**src/rtl/mem_arbiter_if.sv**
```systemverilog
// mem_arbiter_if: bundles the fetch port, the data port, the shared memory bus
// and the stall request of the two-port-to-one memory arbiter.
//   slave  : the arbiter's view. It serves the IF/DM requesters, drives the mem_* bus,
//            and drives stallreq.
//   master : the environment's view. This covers the requesters, the memory and the
//            stall controller.
// Signals:
//   if_req/if_addr -> if_rdata/if_ack                       fetch handshake
//   dm_req/dm_we/dm_addr/dm_wdata/dm_sel -> dm_rdata/dm_ack load/store handshake
//   mem_req/mem_we/mem_addr/mem_wdata/mem_sel -> mem_rdata/mem_ack  bus
//   stallreq                                                pipeline stall request
interface mem_arbiter_if #(
  parameter int ADDR_W = 32,
  parameter int DATA_W = 32
);
  logic                  if_req;
  logic [ADDR_W-1:0]     if_addr;
  logic [DATA_W-1:0]     if_rdata;
  logic                  if_ack;

  logic                  dm_req;
  logic                  dm_we;
  logic [ADDR_W-1:0]     dm_addr;
  logic [DATA_W-1:0]     dm_wdata;
  logic [DATA_W/8-1:0]   dm_sel;
  logic [DATA_W-1:0]     dm_rdata;
  logic                  dm_ack;

  logic                  mem_req;
  logic                  mem_we;
  logic [ADDR_W-1:0]     mem_addr;
  logic [DATA_W-1:0]     mem_wdata;
  logic [DATA_W/8-1:0]   mem_sel;
  logic [DATA_W-1:0]     mem_rdata;
  logic                  mem_ack;

  logic                  stallreq;

  modport slave (
    input  if_req, if_addr,
    output if_rdata, if_ack,
    input  dm_req, dm_we, dm_addr, dm_wdata, dm_sel,
    output dm_rdata, dm_ack,
    output mem_req, mem_we, mem_addr, mem_wdata, mem_sel,
    input  mem_rdata, mem_ack,
    output stallreq
  );

  modport master (
    output if_req, if_addr,
    input  if_rdata, if_ack,
    output dm_req, dm_we, dm_addr, dm_wdata, dm_sel,
    input  dm_rdata, dm_ack,
    input  mem_req, mem_we, mem_addr, mem_wdata, mem_sel,
    output mem_rdata, mem_ack,
    input  stallreq
  );
endinterface

```
**src/rtl/mem_arbiter.sv**
```systemverilog
// mem_arbiter: shares one external memory bus between instruction fetch (IF,
// read-only) and the MEM stage (DM, load/store). Each transfer runs as a
// req/ack handshake. Read data returns to the owning port with a one-cycle ack.
// Ports:
//   clk  - rising-edge clock
//   rst  - asynchronous active-high reset
//   bus  - mem_arbiter_if.slave carrying the IF/DM ports, the mem_* bus and stallreq
// Build option:
//   ARB_RR_EN - when defined, simultaneous requests alternate by round robin.
//               When undefined, DM has fixed priority.
module mem_arbiter #(
  parameter int ADDR_W = 32,
  parameter int DATA_W = 32
) (
  input  logic           clk,
  input  logic           rst,
  mem_arbiter_if.slave   bus
);

  localparam int SEL_W = DATA_W / 8;

  typedef enum logic [1:0] {
    IDLE    = 2'd0,
    BUSY_IF = 2'd1,
    BUSY_DM = 2'd2
  } state_e;

  state_e              state_q;
  logic                mem_req_q;
  logic                mem_we_q;
  logic [ADDR_W-1:0]   mem_addr_q;
  logic [DATA_W-1:0]   mem_wdata_q;
  logic [SEL_W-1:0]    mem_sel_q;
  logic                if_ack_q;
  logic                dm_ack_q;
  logic [DATA_W-1:0]   if_rdata_q;
  logic [DATA_W-1:0]   dm_rdata_q;

  logic if_want, dm_want, grant_if, grant_dm;

`ifdef ARB_RR_EN
  // 0 = IF granted last, 1 = DM granted last
  logic last_grant_q;
`endif

  // A port that is being acked this cycle is being retired. Its request must not be re-granted.
  always_comb begin
    if_want  = bus.if_req & ~if_ack_q;
    dm_want  = bus.dm_req & ~dm_ack_q;
`ifdef ARB_RR_EN
    grant_dm = dm_want & (~if_want | ~last_grant_q);
`else
    grant_dm = dm_want;
`endif
    grant_if = if_want & ~grant_dm;
  end

`ifdef ARB_RR_EN
  always_ff @(posedge clk or posedge rst) begin
    if (rst) begin
      last_grant_q <= 1'b0;
    end else if (state_q == IDLE) begin
      if (grant_dm)      last_grant_q <= 1'b1;
      else if (grant_if) last_grant_q <= 1'b0;
    end
  end
`endif

  always_ff @(posedge clk or posedge rst) begin
    if (rst) begin
      state_q     <= IDLE;
      mem_req_q   <= 1'b0;
      mem_we_q    <= 1'b0;
      mem_addr_q  <= '0;
      mem_wdata_q <= '0;
      mem_sel_q   <= '0;
      if_ack_q    <= 1'b0;
      dm_ack_q    <= 1'b0;
      if_rdata_q  <= '0;
      dm_rdata_q  <= '0;
    end else begin
      if_ack_q <= 1'b0;
      dm_ack_q <= 1'b0;
      case (state_q)
        IDLE: begin
          // mem_ack seen here is spurious and is deliberately ignored
          if (grant_dm) begin
            state_q     <= BUSY_DM;
            mem_req_q   <= 1'b1;
            mem_we_q    <= bus.dm_we;
            mem_addr_q  <= bus.dm_addr;
            mem_wdata_q <= bus.dm_wdata;
            mem_sel_q   <= bus.dm_sel;
          end else if (grant_if) begin
            state_q     <= BUSY_IF;
            mem_req_q   <= 1'b1;
            mem_we_q    <= 1'b0;
            mem_addr_q  <= bus.if_addr;
            mem_wdata_q <= '0;
            mem_sel_q   <= '1;
          end
        end
        BUSY_IF: begin
          if (bus.mem_ack) begin
            state_q    <= IDLE;
            mem_req_q  <= 1'b0;
            if_ack_q   <= 1'b1;
            if_rdata_q <= bus.mem_rdata;
          end
        end
        BUSY_DM: begin
          if (bus.mem_ack) begin
            state_q    <= IDLE;
            mem_req_q  <= 1'b0;
            dm_ack_q   <= 1'b1;
            dm_rdata_q <= bus.mem_rdata;
          end
        end
        default: state_q <= IDLE;
      endcase
    end
  end

  assign bus.mem_req   = mem_req_q;
  assign bus.mem_we    = mem_we_q;
  assign bus.mem_addr  = mem_addr_q;
  assign bus.mem_wdata = mem_wdata_q;
  assign bus.mem_sel   = mem_sel_q;
  assign bus.if_ack    = if_ack_q;
  assign bus.if_rdata  = if_rdata_q;
  assign bus.dm_ack    = dm_ack_q;
  assign bus.dm_rdata  = dm_rdata_q;
  assign bus.stallreq  = (bus.if_req & ~if_ack_q) | (bus.dm_req & ~dm_ack_q);

endmodule

```
**src/flat_wrapper.sv**
```systemverilog
// flat-port wrapper written by rule: the top's interface ports become plain ports
module mem_arbiter_flat 
#(
  parameter int ADDR_W = 32,
  parameter int DATA_W = 32
)
  (clk, rst, bus_if_req, bus_if_addr, bus_if_rdata, bus_if_ack, bus_dm_req, bus_dm_we, bus_dm_addr, bus_dm_wdata, bus_dm_sel, bus_dm_rdata, bus_dm_ack, bus_mem_req, bus_mem_we, bus_mem_addr, bus_mem_wdata, bus_mem_sel, bus_mem_rdata, bus_mem_ack, bus_stallreq);
  mem_arbiter_if #(.ADDR_W(ADDR_W), .DATA_W(DATA_W)) bus_i ();
  input  logic clk;
  input  logic rst;
  input wire logic [$bits(bus_i.if_req)-1:0] bus_if_req;
  input wire logic [$bits(bus_i.if_addr)-1:0] bus_if_addr;
  output wire logic [$bits(bus_i.if_rdata)-1:0] bus_if_rdata;
  output wire logic [$bits(bus_i.if_ack)-1:0] bus_if_ack;
  input wire logic [$bits(bus_i.dm_req)-1:0] bus_dm_req;
  input wire logic [$bits(bus_i.dm_we)-1:0] bus_dm_we;
  input wire logic [$bits(bus_i.dm_addr)-1:0] bus_dm_addr;
  input wire logic [$bits(bus_i.dm_wdata)-1:0] bus_dm_wdata;
  input wire logic [$bits(bus_i.dm_sel)-1:0] bus_dm_sel;
  output wire logic [$bits(bus_i.dm_rdata)-1:0] bus_dm_rdata;
  output wire logic [$bits(bus_i.dm_ack)-1:0] bus_dm_ack;
  output wire logic [$bits(bus_i.mem_req)-1:0] bus_mem_req;
  output wire logic [$bits(bus_i.mem_we)-1:0] bus_mem_we;
  output wire logic [$bits(bus_i.mem_addr)-1:0] bus_mem_addr;
  output wire logic [$bits(bus_i.mem_wdata)-1:0] bus_mem_wdata;
  output wire logic [$bits(bus_i.mem_sel)-1:0] bus_mem_sel;
  input wire logic [$bits(bus_i.mem_rdata)-1:0] bus_mem_rdata;
  input wire logic [$bits(bus_i.mem_ack)-1:0] bus_mem_ack;
  output wire logic [$bits(bus_i.stallreq)-1:0] bus_stallreq;
  assign bus_i.if_req = bus_if_req;
  assign bus_i.if_addr = bus_if_addr;
  assign bus_if_rdata = bus_i.if_rdata;
  assign bus_if_ack = bus_i.if_ack;
  assign bus_i.dm_req = bus_dm_req;
  assign bus_i.dm_we = bus_dm_we;
  assign bus_i.dm_addr = bus_dm_addr;
  assign bus_i.dm_wdata = bus_dm_wdata;
  assign bus_i.dm_sel = bus_dm_sel;
  assign bus_dm_rdata = bus_i.dm_rdata;
  assign bus_dm_ack = bus_i.dm_ack;
  assign bus_mem_req = bus_i.mem_req;
  assign bus_mem_we = bus_i.mem_we;
  assign bus_mem_addr = bus_i.mem_addr;
  assign bus_mem_wdata = bus_i.mem_wdata;
  assign bus_mem_sel = bus_i.mem_sel;
  assign bus_i.mem_rdata = bus_mem_rdata;
  assign bus_i.mem_ack = bus_mem_ack;
  assign bus_stallreq = bus_i.stallreq;
  mem_arbiter #(.ADDR_W(ADDR_W), .DATA_W(DATA_W)) u_core (.clk(clk), .rst(rst), .bus(bus_i));
endmodule
```
**config.mk**
```make
export PLATFORM = sky130hd
export DESIGN_NAME = mem_arbiter_flat
export DESIGN_NICKNAME = d
export VERILOG_FILES = /design/src/rtl/mem_arbiter_if.sv /design/src/rtl/mem_arbiter.sv /design/src/flat_wrapper.sv
export SDC_FILE = /design/constraint.sdc
export NUM_CORES = 1
export LEC_CHECK = 0
export CORE_MARGIN = 2
export CORE_UTILIZATION = 30
export CTS_BUF_LIST = sky130_fd_sc_hd__clkbuf_4 sky130_fd_sc_hd__clkbuf_8
export CTS_CLUSTER_SIZE = 14
export DETAILED_ROUTE_END_ITERATION = 7
export PLACE_DENSITY = 0.62
export REMOVE_ABC_BUFFERS = 1
export SLEW_MARGIN = 30
export SYNTH_ARGS = -nofsm -noshare
export SYNTH_HDL_FRONTEND = slang
export SYNTH_SLANG_ARGS = --single-unit
```
**constraint.sdc**
```tcl
create_clock -name clk -period 14.16 [get_ports clk]
set_input_delay 2.832 -clock clk [delete_from_list [all_inputs] [get_ports clk]]
set_output_delay 2.832 -clock clk [all_outputs]
set_load 0.02 [all_outputs]
```
==> results.json <==
{
  "syn_area_mm2": 0.00568,
  "first_pass_iters": 4,
  "r2r_start": "u_core.bus.dm_ack",
  "peakVddDrop_mv": 0.104,
  "top_layer_used": "met4",
  "pre_cts_ws_ns": 6.59,
  "synth-seq-cells": 138,
  "cp-start-kind": "primary input",
  "nets": 772,
  "dr_total_vias": 4015,
  "initial_utilization_pct": 30.5,
  "ios": 275,
  "cpMaxStageDelayCell": "clkdlybuf4s50_1",
  "finalCritPeriodShare_pct": 53.5,
  "fin_cells": 877,
  "dr_wl_met3_um": 1230,
  "setup_viol": 0,
  "critPathBufInv": 3,
  "io_buffers": 274,
  "cts_setup_buffers": 0,
  "wl_um": 15400,
  "final_common_cell": "clkdlybuf4s50_1",
  "hold_path_class": "reg2reg",
  "ctsResizeCount": 0,
  "p_leak_nw": 3.84,
  "regToRegSetupSlack_ns": 11.98,
  "die_x_um": 142,
  "critPathTopFamily": "buffers and inverters",
  "synth_cell_types": 26,
  "seq_area_frac_synth_pct": 60.8,
  "cts.sinks": 138,
  "cts_root_buf": "clkbuf_8",
  "path_clk_slew_ns": 0.08,
  "wl_met1_um": 6170,
  "die_h_um": 142,
  "tns_ns": 0,
  "crit_fanout": 41,
  "drt_iter0_markers": 124,
  "drv_cap": 0,
  "rows": 50,
  "grt_pass1_vias": 4340,
  "cts_max_level": 4,
  "cp.required_ns": 11.33,
  "dp_hpwl_um": 11000,
  "power_density_mw_per_mm2": 231,
  "gp_congestion": 0.767,
  "hold_path_end": "u_core.bus.mem_wdata[1]",
  "clk_latency_ns": 0.44,
  "max_stage_delay_ns": 0.65,
  "die_area_mm2": 0.0201,
  "r2r-end": "u_core.bus.mem_addr[31]",
  "antenna_found_initial": 0,
  "maxSlewViolCount": 0,
  "rsz0062_at_grt": "false",
  "crit_chain": "clkdlybuf4s50_1 > nor2b_4 > buf_4 > or2_1 > clkdlybuf4s50_1",
  "path_class": "in2out",
  "wl_per_cell_um": 17.5,
  "grt_pass1_wl_um": 23700,
  "ys.flop_type": "dfrtp_1",
  "arrival_ns": 4.75,
  "drive_gt1_share_pct": 26.4,
  "finalClockSkew_ns": 0.0124,
  "coreArea_mm2": 0.0186,
  "period_needed_ns": 7.58,
  "max_freq_mhz": 132,
  "fin_ws_ns": 6.58,
  "synthCells": 356,
  "reg2reg_depth": 4,
  "grt_use_total_pct": 15.2,
  "yosysWarnings": 0,
  "cts_tree": "built",
  "cts_hold_buf": 0,
  "worstSetupEndpointType": "output port",
  "slew_headroom_pct": 38.1,
  "viasPerCell": 4.58,
  "synth-edff-count": 0,
  "hold_viol": 0,
  "min_from": "u_core.bus.mem_wdata[1]",
  "avgSynthCellArea_um2": 16.0,
  "area_growth_pct": 58.9,
  "ant_nets": 0,
  "synthArstFlopShare_pct": 100,
  "hold_depth": 1,
  "antenna_cells": 0,
  "grt_max_degree": 72,
  "dp_cells": 845,
  "cts_buffers": 17,
  "crit_cells": 5,
  "routed-wl-met2_um": 7800,
  "final_cell_mix": "clkdlybuf4s50_1 (274), dfrtp_1 (138), mux2_2 (98)",
  "cts_buffer_depth": 2,
  "overflow": 0,
  "run_status": "finished, final reports clean",
  "crit_top_cell": "clkdlybuf4s50_1",
  "worstMarginPinSlew_ns": 0.926,
  "drc": 0
}
## worst max path at each step
stage                           from      endpoint  slack [ns]
after detailed placement  bus_dm_req  bus_stallreq        6.59
after CTS                 bus_dm_req  bus_stallreq        6.57
after global routing      bus_dm_req  bus_stallreq        6.51
after floorplan           bus_dm_req  bus_stallreq        7.49
final                     bus_dm_req  bus_stallreq        6.58
after global placement    bus_dm_req  bus_stallreq        6.61
## cell type report
cell class	instances	area [um2]
timing repair buffer	276	2760
clock inverter	12	140
sequential	138	3450
clock buffer	20	275
fill	1646	9610
multi-input combinational	190	2080
inverter	7	31.3
tap	234	293
## logic make-up after synthesis
group	synth area share, %
and+or+nand+nor	1.21
muxes	27.3
DFF	60.8
buffers and inverters	3.02
AOI/OAI and AO/OA	6.80
adders and majority gates	0.881
## layer usage
metal / track usage (%) / vias up
met5: 0 / -
met2: 26.5 / 167
met4: 4.63 / 0
met3: 5.84 / 10
met1: 17.2 / 1997
li1: - / 1841
## metrics by stage
step | utilization (%) | hold WS [ns] | total power, mW | cell area (um2)
2_1_floorplan | - | 0.580 | 1.25 | 5540
3_3_place_gp | 46.1 | 0.489 | 1.75 | 8600
3_5_place_dp | 46.2 | 0.491 | 1.77 | 8620
4_1_cts | 48.4 | 0.511 | 2.12 | 9030
5_1_grt | 48.5 | 0.520 | 2.20 | 9030
6_report | 48.5 | 0.508 | 2.09 | 9030
## power breakdown
| part | leakage, nW | total [mW] | internal [mW] | switching [mW] |
|---|---|---|---|---|
| registers | 1.66 | 0.687 | 0.584 | 0.103 |
| clock network | 0.202 | 0.332 | 0.173 | 0.160 |
| logic | 1.97 | 1.07 | 0.575 | 0.493 |
| total | 3.84 | 2.09 | 1.33 | 0.756 |
## flip-flops by register name (all words and copies together) (netlist names)
register              count
u_core.bus.mem_req        1
u_core.bus.mem_addr      32
u_core.bus.mem_wdata     32
u_core.bus.dm_rdata      32
u_core.bus.mem_sel        4
u_core.bus.if_rdata      32
u_core.state_q            2
u_core.bus.dm_ack         1
u_core.bus.mem_we         1
u_core.bus.if_ack         1
## cells in the mapped netlist, types with 3 or more instances
| master | number | share of area (%) |
|---|---|---|
| buf_2 | 14 | 1.2 |
| a22o_1 | 33 | 5.1 |
| nand2_1 | 5 | 0.33 |
| dfrtp_1 | 138 | 61 |
| ha_1 | 4 | 0.88 |
| buf_6 | 5 | 0.99 |
| inv_1 | 7 | 0.46 |
| mux2_4 | 30 | 7.9 |
| mux2_2 | 98 | 19 |
| o22a_1 | 4 | 0.62 |
| o21ai_0 | 3 | 0.26 |
No activity file was read; power rests on OpenSTA's default activity.
